### src/rtl/alu_op_encoder_pkg.sv
// Shared definitions for the ALU operation encoder: ALU codes, RV opcodes,
// operand-select encodings and the decoded control bundle.
package alu_op_encoder_pkg;

    // ALU codes; must stay in lock-step with the ALU's own decode.
    localparam logic [5:0] ALU_ADD  = 6'd0;
    localparam logic [5:0] ALU_LINK = 6'd1;
    localparam logic [5:0] ALU_EQ   = 6'd2;
    localparam logic [5:0] ALU_NE   = 6'd3;
    localparam logic [5:0] ALU_LT   = 6'd4;
    localparam logic [5:0] ALU_GE   = 6'd5;
    localparam logic [5:0] ALU_LTU  = 6'd6;
    localparam logic [5:0] ALU_GEU  = 6'd7;
    localparam logic [5:0] ALU_XOR  = 6'd8;
    localparam logic [5:0] ALU_OR   = 6'd9;
    localparam logic [5:0] ALU_AND  = 6'd10;
    localparam logic [5:0] ALU_SLL  = 6'd11;
    localparam logic [5:0] ALU_SRL  = 6'd12;
    localparam logic [5:0] ALU_SRA  = 6'd13;
    localparam logic [5:0] ALU_SUB  = 6'd14;
    localparam logic [5:0] ALU_ADDW = 6'd15;
    localparam logic [5:0] ALU_SLLW = 6'd16;
    localparam logic [5:0] ALU_SRLW = 6'd17;
    localparam logic [5:0] ALU_SRAW = 6'd18;
    localparam logic [5:0] ALU_SUBW = 6'd19;

    localparam logic [6:0] OPC_LOAD      = 7'b0000011;
    localparam logic [6:0] OPC_OP_IMM    = 7'b0010011;
    localparam logic [6:0] OPC_AUIPC     = 7'b0010111;
    localparam logic [6:0] OPC_OP_IMM_32 = 7'b0011011;
    localparam logic [6:0] OPC_STORE     = 7'b0100011;
    localparam logic [6:0] OPC_OP        = 7'b0110011;
    localparam logic [6:0] OPC_LUI       = 7'b0110111;
    localparam logic [6:0] OPC_OP_32     = 7'b0111011;
    localparam logic [6:0] OPC_BRANCH    = 7'b1100011;
    localparam logic [6:0] OPC_JALR      = 7'b1100111;
    localparam logic [6:0] OPC_JAL       = 7'b1101111;

    localparam logic [6:0] FUNCT7_BASE = 7'b0000000;
    localparam logic [6:0] FUNCT7_ALT  = 7'b0100000;

    typedef enum logic [1:0] {
        A_SEL_RS1  = 2'd0,
        A_SEL_PC   = 2'd1,
        A_SEL_ZERO = 2'd2,
        A_SEL_PC4  = 2'd3
    } a_sel_e;

    typedef enum logic {
        B_SEL_RS2 = 1'b0,
        B_SEL_IMM = 1'b1
    } b_sel_e;

    typedef struct packed {
        logic [5:0] op;
        a_sel_e     a_sel;
        b_sel_e     b_sel;
        logic       branch;
        logic       jump;
        logic       illegal;
    } alu_ctrl_t;

    localparam int ALU_CTRL_W = $bits(alu_ctrl_t);

    // Integer ALU code shared by OP and OP-IMM; alt selects SUB/SRA.
    function automatic logic [5:0] int_op(input logic [2:0] funct3, input logic alt);
        logic [5:0] code;
        code = ALU_ADD;
        unique case (funct3)
            3'b000:  code = alt ? ALU_SUB : ALU_ADD;
            3'b001:  code = ALU_SLL;
            3'b010:  code = ALU_LT;
            3'b011:  code = ALU_LTU;
            3'b100:  code = ALU_XOR;
            3'b101:  code = alt ? ALU_SRA : ALU_SRL;
            3'b110:  code = ALU_OR;
            default: code = ALU_AND;
        endcase
        return code;
    endfunction

endpackage

### src/rtl/alu_op_decode_comb.sv
// Pure combinational decode of a raw RV32I/RV64I instruction word into the
// ALU control bundle. Any illegal encoding collapses to the illegal-only bundle.
module alu_op_decode_comb
    import alu_op_encoder_pkg::*;
#(
    parameter int DATA_WIDTH = 32
) (
    input  logic [31:0]           instr_i,
    output logic [ALU_CTRL_W-1:0] ctrl_o
);

    localparam bit RV64 = (DATA_WIDTH == 64);

    logic [6:0] opcode;
    logic [2:0] funct3;
    logic [6:0] funct7;
    logic       is_shift_imm;
    logic       shift_imm_bad;
    alu_ctrl_t  ctrl;
    logic       ill;
    logic       unused_fields;

    assign opcode = instr_i[6:0];
    assign funct3 = instr_i[14:12];
    assign funct7 = instr_i[31:25];

    // Register and immediate fields are irrelevant to the ALU code.
    assign unused_fields = ^{instr_i[24:15], instr_i[11:7]};

    assign is_shift_imm  = (funct3 == 3'b001) || (funct3 == 3'b101);
    assign shift_imm_bad = ((instr_i[31:26] != 6'b000000) && (instr_i[31:26] != 6'b010000))
                         || (instr_i[30] && (funct3 == 3'b001))
                         || (instr_i[25] && !RV64);

    always_comb begin
        ctrl = '0;
        ill  = 1'b0;
        unique case (opcode)
            OPC_LOAD, OPC_STORE: begin
                ctrl.b_sel = B_SEL_IMM;
            end
            OPC_LUI: begin
                ctrl.a_sel = A_SEL_ZERO;
                ctrl.b_sel = B_SEL_IMM;
            end
            OPC_AUIPC: begin
                ctrl.a_sel = A_SEL_PC;
                ctrl.b_sel = B_SEL_IMM;
            end
            OPC_JAL: begin
                ctrl.op    = ALU_LINK;
                ctrl.a_sel = A_SEL_PC4;
                ctrl.jump  = 1'b1;
            end
            OPC_JALR: begin
                ctrl.op    = ALU_LINK;
                ctrl.a_sel = A_SEL_PC4;
                ctrl.jump  = 1'b1;
                ill        = (funct3 != 3'b000);
            end
            OPC_BRANCH: begin
                ctrl.branch = 1'b1;
                unique case (funct3)
                    3'b000:  ctrl.op = ALU_EQ;
                    3'b001:  ctrl.op = ALU_NE;
                    3'b100:  ctrl.op = ALU_LT;
                    3'b101:  ctrl.op = ALU_GE;
                    3'b110:  ctrl.op = ALU_LTU;
                    3'b111:  ctrl.op = ALU_GEU;
                    default: ill = 1'b1;
                endcase
            end
            OPC_OP: begin
                ctrl.op = int_op(funct3, instr_i[30]);
                if ((funct7 != FUNCT7_BASE) && (funct7 != FUNCT7_ALT)) begin
                    ill = 1'b1;
                end else if (instr_i[30] && (funct3 != 3'b000) && (funct3 != 3'b101)) begin
                    ill = 1'b1;
                end
            end
            OPC_OP_IMM: begin
                // Non-shift immediates may freely set bit 30 (imm[10]).
                ctrl.b_sel = B_SEL_IMM;
                ctrl.op    = int_op(funct3, is_shift_imm && instr_i[30]);
                ill        = is_shift_imm && shift_imm_bad;
            end
            OPC_OP_32: begin
                ill = !RV64;
                unique case ({funct7, funct3})
                    {FUNCT7_BASE, 3'b000}: ctrl.op = ALU_ADDW;
                    {FUNCT7_ALT,  3'b000}: ctrl.op = ALU_SUBW;
                    {FUNCT7_BASE, 3'b001}: ctrl.op = ALU_SLLW;
                    {FUNCT7_BASE, 3'b101}: ctrl.op = ALU_SRLW;
                    {FUNCT7_ALT,  3'b101}: ctrl.op = ALU_SRAW;
                    default:               ill = 1'b1;
                endcase
            end
            OPC_OP_IMM_32: begin
                ctrl.b_sel = B_SEL_IMM;
                ill        = !RV64;
                unique case (funct3)
                    3'b000: ctrl.op = ALU_ADDW;
                    3'b001: begin
                        ctrl.op = ALU_SLLW;
                        if (funct7 != FUNCT7_BASE) ill = 1'b1;
                    end
                    3'b101: begin
                        ctrl.op = instr_i[30] ? ALU_SRAW : ALU_SRLW;
                        if ((funct7 != FUNCT7_BASE) && (funct7 != FUNCT7_ALT)) ill = 1'b1;
                    end
                    default: ill = 1'b1;
                endcase
            end
            default: ill = 1'b1;
        endcase

        if (ill) begin
            ctrl         = '0;
            ctrl.illegal = 1'b1;
        end
    end

    assign ctrl_o = ctrl;

endmodule

### src/rtl/alu_op_encoder.sv
// Registered ALU operation encoder: one-cycle decode with a primary output
// register and a skid register so upstream can stream under back-pressure.
module alu_op_encoder
    import alu_op_encoder_pkg::*;
#(
    parameter int DATA_WIDTH = 32
) (
    input  logic        clock,
    input  logic        reset,
    input  logic        instruction_valid,
    input  logic [31:0] instruction,
    output logic        instruction_ready,
    output logic        ALU_operation_valid,
    input  logic        ALU_operation_ready,
    output logic [5:0]  ALU_operation,
    output logic [1:0]  operand_A_select,
    output logic        operand_B_select,
    output logic        branch,
    output logic        jump,
    output logic        illegal
);

    alu_ctrl_t dec_ctrl;
    alu_ctrl_t pri_ctrl_q, pri_ctrl_d;
    alu_ctrl_t skid_ctrl_q, skid_ctrl_d;
    logic      pri_valid_q, pri_valid_d;
    logic      skid_valid_q, skid_valid_d;
    logic      in_fire;
    logic      out_fire;
    logic      pri_free;

    alu_op_decode_comb #(
        .DATA_WIDTH (DATA_WIDTH)
    ) u_decode (
        .instr_i (instruction),
        .ctrl_o  (dec_ctrl)
    );

    assign in_fire  = instruction_valid && !skid_valid_q;
    assign out_fire = pri_valid_q && ALU_operation_ready;
    assign pri_free = !pri_valid_q || ALU_operation_ready;

    always_comb begin
        pri_valid_d  = pri_valid_q;
        pri_ctrl_d   = pri_ctrl_q;
        skid_valid_d = skid_valid_q;
        skid_ctrl_d  = skid_ctrl_q;
        if (skid_valid_q) begin
            // Input is blocked while the skid holds an entry, so only a drain matters.
            if (out_fire) begin
                pri_ctrl_d   = skid_ctrl_q;
                skid_valid_d = 1'b0;
            end
        end else if (in_fire) begin
            if (pri_free) begin
                pri_valid_d = 1'b1;
                pri_ctrl_d  = dec_ctrl;
            end else begin
                skid_valid_d = 1'b1;
                skid_ctrl_d  = dec_ctrl;
            end
        end else if (out_fire) begin
            pri_valid_d = 1'b0;
        end
    end

    always_ff @(posedge clock) begin
        if (reset) begin
            pri_valid_q  <= 1'b0;
            pri_ctrl_q   <= '0;
            skid_valid_q <= 1'b0;
            skid_ctrl_q  <= '0;
        end else begin
            pri_valid_q  <= pri_valid_d;
            pri_ctrl_q   <= pri_ctrl_d;
            skid_valid_q <= skid_valid_d;
            skid_ctrl_q  <= skid_ctrl_d;
        end
    end

    assign instruction_ready   = !skid_valid_q;
    assign ALU_operation_valid = pri_valid_q;
    assign ALU_operation       = pri_ctrl_q.op;
    assign operand_A_select    = pri_ctrl_q.a_sel;
    assign operand_B_select    = pri_ctrl_q.b_sel;
    assign branch              = pri_ctrl_q.branch;
    assign jump                = pri_ctrl_q.jump;
    assign illegal             = pri_ctrl_q.illegal;

endmodule

### config.mk
export PLATFORM = sky130hd
export DESIGN_NAME = alu_op_encoder
export DESIGN_NICKNAME = d
export VERILOG_FILES = /design/src/rtl/alu_op_encoder_pkg.sv /design/src/rtl/alu_op_decode_comb.sv /design/src/rtl/alu_op_encoder.sv
export SDC_FILE = /design/constraint.sdc
export NUM_CORES = 1
export LEC_CHECK = 0
export BUFFER_PORTS_ARGS = -buffer_cell sky130_fd_sc_hd__buf_2
export CAP_MARGIN = 20
export CORE_ASPECT_RATIO = 0.6
export CORE_UTILIZATION = 46
export CTS_CLUSTER_DIAMETER = 50
export CTS_CLUSTER_SIZE = 25
export DETAILED_ROUTE_END_ITERATION = 10
export MAX_ROUTING_LAYER = met4
export PLACE_DENSITY = 0.75
export SLEW_MARGIN = 25
export SYNTH_ARGS = -nofsm -noshare
export SYNTH_HDL_FRONTEND = slang
export SYNTH_HIERARCHICAL = 1
export SYNTH_SLANG_ARGS = --single-unit
### constraint.sdc
create_clock -name clock -period 1.4 [get_ports clock]
set_input_delay 0.07 -clock clock [delete_from_list [all_inputs] [get_ports clock]]
set_output_delay 0.07 -clock clock [all_outputs]
set_load 0.05 [all_outputs]
Yosys cells after proc, flatten, opt, wreduce, memory -nomap -nowiden
Index checks and enable logic that the tools add are counted.

cells by class
  eq/ne operators = 27
  muxes and demuxes = 31
  bitwise gates (word level) = 2
  reductions and logical operators = 30

operator list
  operator                                                number
  one-hot mux 6 bit (7 select lines)                      2
  2-to-1 mux 12 bit                                       5
  one-hot mux 6 bit (6 select lines)                      1
  == test 7 x 6 -> 1 bit (second input constant)          4
  one-hot mux 5 bit (5 select lines)                      1
  == test 7 x 5 -> 1 bit (second input constant)          3
  == test 7 bit (second input constant)                   3
  == test 10 x 9 -> 1 bit (second input constant)         2
  one-hot mux 3 bit (6 select lines)                      1
  one-hot mux 6 bit (3 select lines)                      1
  2-to-1 mux 1 bit                                        15
  == test 3 bit (second input constant)                   4
  OR reduction 6 bit                                      2
  == test 10 x 1 -> 1 bit (second input constant)         1
  == test 10 x 3 -> 1 bit (second input constant)         1
  zero test 10 bit                                        1
  logical AND 1 bit                                       9
  AND reduction 3 bit                                     3
  2-to-1 mux 4 bit                                        2
  == test 7 x 2 -> 1 bit (second input constant)          1
  inequality test 7 x 6 -> 1 bit (second input constant)  1
  nonzero test 7 bit                                      1
  == test 3 x 2 -> 1 bit (second input constant)          2
  inequality test 6 x 5 -> 1 bit (second input constant)  1
  15 further kinds                                        23

storage, ports and cells
  flip-flop bits (word level) = 26
  input port bits = 36

Logic depth before layout (Yosys ltp)
  depth in word-level cells = 10
  mapped depth = 8
  mapped depth without buffers = 7

Hierarchy
The synthesis kept the hierarchy.

modules (own cells, without submodules)
  module              times used  cells each  area each (um^2)  seq. area each (um^2)
  alu_op_encoder      1           120         1,136.1           520.5
  alu_op_decode_comb  1           83          520.5             0.0

Worst setup path after synthesis
OpenSTA, ideal clock, no wires.

  kind = input -> register
  from = input instruction[27]
  to = register pri_ctrl_q, in the netlist operand_B_select
  setup time = 79 ps
  arrival time = 1,423 ps
  data required time = 1,321 ps
  slack = -103 ps
  stages on the path = 7
  path through = nor4_4 > a31oi_1 > or2_1 > a31o_2 > nor4_4 > mux2i_1 > a211oi_2

RTL lines
  what                  line                  text
  from (decl)           alu_op_encoder.sv:11  input logic [31:0] instruction,
  to (signal assigned)  alu_op_encoder.sv:75  pri_ctrl_q <= pri_ctrl_d;
  to (decl)             alu_op_encoder.sv:24  alu_ctrl_t pri_ctrl_q, pri_ctrl_d;

==> impl_metrics.yaml <==
run_status:
  outcome: "finished, violations left"
  violations: "negative setup slack"
worst_setup_path:
  start_kind: "input pin"
  worst-path-stages: 8
  critPathArrivalTime_ns: 1.66
  slowest_delay_ns: 0.42
  r2r_cells: 3
  worstSetupEndpointType: "flop"
  cp_num_buf_inv: 1
  cp-startpoint: "instruction[28]"
  critPathTopFamily: "compound AO/OA/AOI/OAI gates"
  cp.required_ns: 1.59
  path_class: "input pin to flop"
  r2r_start: "skid_valid_q"
  worstPathMaxFanout: 2
  critical_path.cell_chain: "buf_6 > nor4_4 > a31oi_1 > or2_1 > a311o_1 > a21oi_2 > mux2i_1 > a211oi_2"
  slowest_stage: "a311o_1"
clocking:
  ctsHtreeMaxLevel: 1
  cts_root_buffer: "clkbuf_8"
  cts_buffers: 3
  clk_pin_slew_worst_paths_ns: 0.09
  cts.sinks: 26
  clk_latency_ns: 0.27
  hold_buffers: 0
  clk_path_buf_depth: 2
  cts_tree: "done"
die:
  dieArea_um2: 3850
  ios: 50
  die_w_um: 79.5
  core_um2: 3340
  die_h_um: 48.5
  std_cell_rows: 16
  start_util: 0.496
cells_and_area:
  multiInputGateArea_um2: 1090
  fillers: 274
  area_growth_pct: 35.1
  drive_gt1_frac: 0.406
  stdcell_area_um2: 2240
  layoutNonFillerInstCount: 306
  final_core_util: 0.670
  seqCellArea_um2: 523
  final_nets: 299
  diodes: 0
drt:
  drtIter0Drc: 121
  ant_nets: 0
  vias_per_cell: 5.65
  post_drt_wl_per_cell_um: 14.4
  num_vias: 1730
  routed_wl_mm: 4.41
  drc: 0
  drt_first_pass_iters: 4
place:
  io_buffers: 34
  hpwl_mm: 3.00
  placed_area_um2: 2070
  dp_cells: 298
  finalWeightedCongestion: 0.864
  dpl_worst_slack_ns: -0.488
sta:
  tightest_slew_ns: 0.567
  rsz0062_at_grt: "true"
  relSlewSlack: 0.622
  period_needed_ns: 1.47
  hold_violations: 0
  finClkSkew_ns: 0.00472
  fmax_mhz: 681
  timing.final.crit_share: 1.05
  drv_slew: 0
  setup_viol: 4
  holdWs_ns: 0.0178
  setup_ws_ns: -0.0676
synth:
  synth_top_area_share: 0.314
  synth_largest_area_cell: "dfxtp_1"
  synth_seq_cells: 26
  synth_cell_type_count: 43
  netlist_top_cells_count: "34 x nand2_1, 32 x a21oi_1, 26 x dfxtp_1"
  yosysSeqAreaShare: 0.314
  yosysWarningCount: 6
  synthTopCellsByArea: "dfxtp_1 31%, a21oi_1 9.7%, mux2i_1 7.9%"
  synthesis.area_um2: 1660
  yosys.cell_count.top_type: "nand2_1"
  synth-async-reset-ratio: 0
  avgSynthCellArea_um2: 8.16
  synth_edf_count: 0
  syn_inst: 203
  synth_top_flop_cell: "dfxtp_1"
power:
  irDropWorstVdd_mv: 0.544
  powerDensity_nw_per_um2: 786
  total_leakage_power_nw: 0.871
grt:
  grt_max_degree: 27
  grt_use_total: 0.233
  grt_first_pass_wirelength_mm: 6.83
  antenna_found_initial: 0
  grt_pass1_vias: 1555
  grt_overflow: 0
worst_hold_path:
  hold_path_class: "input pin to flop"
  hp-start: "ALU_operation_ready"
  hold_depth: 2
job:
  drv_cap: 0
## path summary, 6_finish.rpt
check	endpoint	slack, ns
hold / removal	skid_valid_q	0.02
hold reg to reg	skid_ctrl_q[6]	0.46
setup / recovery	ALU_operation[2]	-0.07
setup reg to reg	ALU_operation[2]	0.10
## sequential cells by signal, indices dropped and copies added, names as in the netlist
| register | cells |
|---|---|
| ALU_operation | 6 |
| ALU_operation_valid | 1 |
| branch | 1 |
| illegal | 1 |
| jump | 1 |
| operand_A_select | 2 |
| operand_B_select | 1 |
| skid_ctrl_q | 12 |
| skid_valid_q | 1 |
## cell usage in the layout, fill, tap and decap left out, types with 4 or more instances in the layout
master / netlist / final
buf_4: 3 / 36
nand2_1: 34 / 33
buf_2: 5 / 31
a21oi_1: 32 / 30
dfxtp_1: 26 / 24
mux2i_1: 13 / 13
a211oi_2: 10 / 11
nor2_1: 8 / 8
o21ai_0: 9 / 7
inv_1: 4 / 4
nand2b_1: 5 / 4
nor4_4: 2 / 4
## layer usage
metal,GRT usage,up-vias,share of wire
met5,-,-,0
met3,0.0509,4,0.052
met4,0.0545,0,0.0073
met2,0.339,44,0.44
li1,-,845,-
met1,0.327,837,0.50
## logic make-up after synthesis
kind of cell,count (synthesis),share of synthesized area
and+or+nand+nor,70,0.230
AOI/OAI and AO/OA,69,0.282
DFF,26,0.314
buffers and inverters,22,0.0785
muxes,14,0.0876
xor gates and xnor gates,1,0.00529
other,1,0.00226
## power by group
part,switching [mW],internal [mW]
clock network,0.229,0.193
registers,0.0224,0.776
logic,0.337,0.202
## layout make-up
| class | instances | share of cell area |
|---|---|---|
| clock buffers | 3 | 0.0184 |
| flip-flops and latches | 26 | 0.234 |
| multi-input cells | 156 | 0.489 |
| well taps | 45 | 0.0252 |
| repair buffers | 72 | 0.227 |
| inverters | 4 | 0.00671 |
## per-stage QoR
| step | setup TNS [ns] | total power [mW] |
|---|---|---|
| 3_5_place_dp | -3.76 | 1.32 |
| 5_1_grt | -0.674 | 1.84 |
| 6_report | -0.194 | 1.76 |
| 4_1_cts | -0.0104 | 1.74 |
| 2_1_floorplan | -0.193 | 1.16 |
| 3_3_place_gp | -3.42 | 1.31 |
## what timing repair did
| action | CTS | global route |
|---|---|---|
| setup buffers | 2 | 3 |
| endpoints found under the setup margin | 5 | 9 |
| cloned | 0 | 0 |
| hold endpoints to repair | 0 | 0 |
| resized for setup | 9 | 11 |
| pin swaps | 4 | 4 |
Note: power is estimated with default switching activity, not from simulation.
